### config.mk
export PLATFORM = sky130hd
export DESIGN_NAME = mips_cpu_hilo_ctrl
export DESIGN_NICKNAME = d
export VERILOG_FILES = /design/src/rtl/mips_cpu_hilo_ctrl.sv
export SDC_FILE = /design/constraint.sdc
export NUM_CORES = 1
export LEC_CHECK = 0
export BUFFER_PORTS_ARGS = -buffer_cell sky130_fd_sc_hd__clkbuf_2
export CAP_MARGIN = 20
export CORE_MARGIN = 4
export CORE_UTILIZATION = 40
export CTS_BUF_LIST = sky130_fd_sc_hd__clkbuf_8
export CTS_CLUSTER_DIAMETER = 40
export DETAILED_ROUTE_END_ITERATION = 10
export PLACE_DENSITY = 0.65
export SYNTH_ARGS = -nofsm -noshare
export SYNTH_HDL_FRONTEND = slang
export SYNTH_SLANG_ARGS = --single-unit
### constraint.sdc
create_clock -name clk -period 2.7 [get_ports clk]
set_input_delay 0.135 -clock clk [delete_from_list [all_inputs] [get_ports clk]]
set_output_delay 0.135 -clock clk [all_outputs]
set_load 0.01 [all_outputs]
### src/rtl/mips_cpu_hilo_ctrl.sv
// HI/LO sequencer: MULT/MULTU via external multiplier, DIV/DIVU via 32-step restoring divider, MTHI/MTLO.
// Define HILO_DIV_EN to build the divider; without it DIV/DIVU are accepted as no-ops.
module mips_cpu_hilo_ctrl (
  input  logic        clk,
  input  logic        reset_n,
  input  logic        op_valid,
  input  logic [2:0]  op,
  input  logic [31:0] rs_val,
  input  logic [31:0] rt_val,
  input  logic        abort,
  output logic [31:0] mul_a,
  output logic [31:0] mul_b,
  input  logic [63:0] mul_out,
  output logic        busy,
  output logic [31:0] hi,
  output logic [31:0] lo
);

`ifdef HILO_DIV_EN
  typedef enum logic [1:0] {S_IDLE = 2'd0, S_MUL = 2'd1, S_DIV = 2'd2, S_FIX = 2'd3} state_t;
`else
  typedef enum logic [1:0] {S_IDLE = 2'd0, S_MUL = 2'd1} state_t;
`endif

  state_t      state_q, state_d;
  logic        busy_q, busy_d;
  logic [31:0] hi_q, hi_d, lo_q, lo_d;
  logic [31:0] mul_a_q, mul_a_d, mul_b_q, mul_b_d;
  logic        sgn_q, sgn_d, sa_q, sa_d, sb_q, sb_d;
`ifdef HILO_DIV_EN
  logic [4:0]  cnt_q, cnt_d;
  logic [31:0] rem_q, rem_d, quo_q, quo_d, dvsr_q, dvsr_d;
  logic [32:0] rem_sh;
`endif

  logic        op_sgn, accept;
  logic [31:0] rs_abs, rt_abs;
  logic [63:0] prod;

  // Only MULT and DIV (op[0]==0) are signed.
  assign op_sgn = ~op[2] & ~op[0];
  assign rs_abs = (op_sgn & rs_val[31]) ? -rs_val : rs_val;
  assign rt_abs = (op_sgn & rt_val[31]) ? -rt_val : rt_val;
  assign accept = (state_q == S_IDLE) & ~busy_q & op_valid & ~abort;
  assign prod   = (sgn_q & (sa_q ^ sb_q)) ? -mul_out : mul_out;
`ifdef HILO_DIV_EN
  assign rem_sh = {rem_q, quo_q[31]};
`endif

  always_comb begin
    state_d = state_q;
    busy_d  = busy_q;
    hi_d    = hi_q;
    lo_d    = lo_q;
    mul_a_d = mul_a_q;
    mul_b_d = mul_b_q;
    sgn_d   = sgn_q;
    sa_d    = sa_q;
    sb_d    = sb_q;
`ifdef HILO_DIV_EN
    cnt_d   = cnt_q;
    rem_d   = rem_q;
    quo_d   = quo_q;
    dvsr_d  = dvsr_q;
`endif
    if (abort) begin
      if (state_q != S_IDLE) begin
        state_d = S_IDLE;
        busy_d  = 1'b0;
      end
    end else begin
      case (state_q)
        S_IDLE: if (accept) begin
          case (op)
            3'd0, 3'd1: begin
              sgn_d   = op_sgn;
              sa_d    = rs_val[31];
              sb_d    = rt_val[31];
              mul_a_d = rs_abs;
              mul_b_d = rt_abs;
              state_d = S_MUL;
              busy_d  = 1'b1;
            end
`ifdef HILO_DIV_EN
            3'd2, 3'd3: begin
              sgn_d   = op_sgn;
              sa_d    = rs_val[31];
              sb_d    = rt_val[31];
              quo_d   = rs_abs;
              dvsr_d  = rt_abs;
              rem_d   = 32'd0;
              cnt_d   = 5'd0;
              state_d = S_DIV;
              busy_d  = 1'b1;
            end
`endif
            3'd4:    hi_d = rs_val;
            3'd5:    lo_d = rs_val;
            default: ;
          endcase
        end
        S_MUL: begin
          {hi_d, lo_d} = prod;
          state_d      = S_IDLE;
          busy_d       = 1'b0;
        end
`ifdef HILO_DIV_EN
        S_DIV: begin
          // Remainder after subtraction is always below the divisor, so 32 bits hold it.
          if (rem_sh >= {1'b0, dvsr_q}) begin
            rem_d = rem_sh[31:0] - dvsr_q;
            quo_d = {quo_q[30:0], 1'b1};
          end else begin
            rem_d = rem_sh[31:0];
            quo_d = {quo_q[30:0], 1'b0};
          end
          cnt_d = cnt_q + 5'd1;
          if (cnt_q == 5'd31) state_d = S_FIX;
        end
        S_FIX: begin
          lo_d    = (sgn_q & (sa_q ^ sb_q)) ? -quo_q : quo_q;
          hi_d    = (sgn_q & sa_q) ? -rem_q : rem_q;
          state_d = S_IDLE;
          busy_d  = 1'b0;
        end
`endif
        default: begin
          state_d = S_IDLE;
          busy_d  = 1'b0;
        end
      endcase
    end
  end

  always_ff @(posedge clk or negedge reset_n) begin
    if (!reset_n) begin
      state_q <= S_IDLE;
      busy_q  <= 1'b0;
      hi_q    <= 32'd0;
      lo_q    <= 32'd0;
      mul_a_q <= 32'd0;
      mul_b_q <= 32'd0;
      sgn_q   <= 1'b0;
      sa_q    <= 1'b0;
      sb_q    <= 1'b0;
`ifdef HILO_DIV_EN
      cnt_q   <= 5'd0;
      rem_q   <= 32'd0;
      quo_q   <= 32'd0;
      dvsr_q  <= 32'd0;
`endif
    end else begin
      state_q <= state_d;
      busy_q  <= busy_d;
      hi_q    <= hi_d;
      lo_q    <= lo_d;
      mul_a_q <= mul_a_d;
      mul_b_q <= mul_b_d;
      sgn_q   <= sgn_d;
      sa_q    <= sa_d;
      sb_q    <= sb_d;
`ifdef HILO_DIV_EN
      cnt_q   <= cnt_d;
      rem_q   <= rem_d;
      quo_q   <= quo_d;
      dvsr_q  <= dvsr_d;
`endif
    end
  end

  assign busy  = busy_q;
  assign hi    = hi_q;
  assign lo    = lo_q;
  assign mul_a = mul_a_q;
  assign mul_b = mul_b_q;

endmodule

==> summary.txt <==
Final setup viols - 0
Worst Hold Launch - mul_out[49]
r2r startpoint - sb_q
final net count - 1361
TritonCTS Buffers - 17
Worst R2R Setup Slack - 700 ps
peak supply drop - 289.0 µV
final hold violation count - 0
Fmax achieved - 428.9 MHz
hold slack - 20.80 ps
first-pass GRT wire length - 45770 µm
Routed WL - 30480 µm
FP Rows - 52
Post-Syn Area - 8182 µm²
Worst Tran Pin Value - 765.0 ps
WP data required - 3020 ps
status - completed
CP arrival - 2650 ps
WL/cell - 20.25 µm
DR vias/cell - 5.548
Die Ht - 151.0 µm
clock-pin slew on the worst setup and hold paths - 80 ps
Gate Count Post-Synth - 949
Fill cells - 1988
Critical Path Sink Type - register
Hold Path Sink - hi[17]
register bit total from synthesis - 132
Power Dens Cells - 622.3 nW/µm²
commonest non-fill, non-tap cells in the layout - 262 x clkbuf_2, 131 x dfrtp_1, 115 x o21ai_0
Pre-antenna DRT Iters - 6
I/O pin cnt - 264
remaining global-route overflow - 0
Warnings, synthesis - 0
die area - 22810 µm²
share of cells above drive strength 1 - 0.2866
synth top area cells - dfrtp_1 40%, xnor2_1 7.1%, o21ai_0 7.0%
clock skew - 15.11 ps
critical path startpoint category - input port
number of synthesized flops with an enable pin - 0
worst-path maximum fanout - 6
CTS tree - done
CTS resizes - 0
min Tclk post-route - 2332 ps
Pleak - 0.004809 µW
Mean Syn Cell Area - 8.621 µm²
Chip Width - 151.0 µm
# diodes - 0
post-synth top area share - 0.4037
Syn Nets - 1087
Yosys top cell by area - dfrtp_1
Worst Hold Class - in -> reg
Max-Cap Viols - 0
reg-to-reg endpoint - lo[10]
Hold Crit Depth - 3
initial drt markers - 692
H-Tree Level Count - 4
clk_lat worst skew - 460 ps
Max clock buf depth - 2
kind of critical path - in -> reg
hpwl dp - 23900 µm
DRC - 0
max-slew violations - 0
TritonCTS Sinks - 132
most common flop cell mapped by yosys - dfrtp_1
fin crit share - 0.8636
GPL Wtd Cong - 0.9736
PortBufs - 263
Final TNS setup - 0 ps
reg2reg path depth - 7
initial core utilization - 0.4056
commonest non-fill, non-tap cell in the layout - clkbuf_2
antenna violations before repair - 1
Vias - 8349
register area share after synthesis - 0.4037
slew margin rel. - 0.4888
largest net degree at the start of global routing - 98
Layout area overhead - 28.46%
setup repair after global routing missed its margin - no
Distinct cells, synth - 59
clock root cell - clkbuf_8
core area - 20170 µm²
GRT Total Usage - 0.2645
async set or reset register ratio after synthesis - 1.000
Routed Antenna Nets - 0
vias in the first global route - 8030
cells in the mapped netlist, drive strengths merged, types with 18 or more instances:
cell type	count
o31ai	18
nor3	35
nor2	85
a31oi	18
dfrtp	132
o21ai	117
clkbuf	55
xnor2	66
a21o	19
nor4	23
xor2	48
a21oi	63
nand2	109
timing repair:
item                      in CTS  in global routing
buffers inserted               0                  0
hold buffers                  15                  0
hold endpoints to repair      72                  0
cell type report:
cell class | count | area [µm²] | area share
clock inverter | 12 | 156.4 | 0.01488
inverter | 17 | 63.81 | 0.006071
clock buffer | 19 | 261.5 | 0.02488
tap | 270 | 337.8 | 0.03214
multi-input combinational | 743 | 4608 | 0.4385
sequential | 132 | 3304 | 0.3144
timing repair buffer | 312 | 1778 | 0.1692
critical path, stage by stage:
cell and delay [ps]:
dlygate4sd3_1 540, clkbuf_2 120, or3_1 410, nor4b_2 500
nand3_1 340, o31ai_1 340, xor2_1 180, o21ai_0 80
stage by stage:
stage                       util  setup slack (ps)  cells  cell area, µm²  power, µW
after floorplan                -             796.4    949            8182       3741
after global placement    0.4929             411.8   1459            9942       4756
after detailed placement  0.4929             384.4   1459            9942       4789
after CTS                 0.5211             412.4   1505           10510       6591
after global routing      0.5211             196.3   1505           10510       6945
final                     0.5211             368.3   1505           10510       6540
where the power goes:
group / switching (µW) / leakage [µW] / internal [µW]
combinational: 1190 / 0.00297 / 861
clock: 825 / 0.000200 / 957
sequential: 287 / 0.00164 / 2420
registers in the layout, indices dropped and copies added (netlist names):
register / count
hi: 32
lo: 32
mul_a: 32
mul_b: 32
busy: 1
sa_q: 1
sb_q: 1
sgn_q: 1
kinds of logic (layout without fill, tap and decap cells):
family | after synthesis | after routing | share of synthesized area
buffers and inverters | 74 | 360 | 0.03395
adders and majority gates | 3 | 3 | 0.004588
xor gates and xnor gates | 114 | 114 | 0.1220
and+or+nand+nor | 328 | 328 | 0.2083
DFF | 132 | 132 | 0.4037
AOI/OAI and AO/OA | 290 | 290 | 0.2176
muxes | 8 | 8 | 0.009788
how the worst max path moves through the flow:
stage / slack [ps] / start / to
after floorplan: 800 / mul_out[5] / hi[23]
after global placement: 410 / mul_out[10] / hi[27]
after CTS: 410 / rt_val[5] / mul_b[29]
final: 370 / rt_val[5] / mul_b[29]
after detailed placement: 380 / mul_out[10] / hi[27]
after global routing: 200 / rt_val[2] / mul_b[29]
per-layer routing:
layer,share of wire,vias to the layer above,track usage,wire (µm)
li1,-,3967,-,-
met2,0.47,359,0.4258,14220
met3,0.087,47,0.06194,2640
met5,0.00036,-,0,11
met4,0.027,2,0.09565,818
met1,0.42,3974,0.3487,12780
No activity file was read; power rests on OpenSTA's default activity.
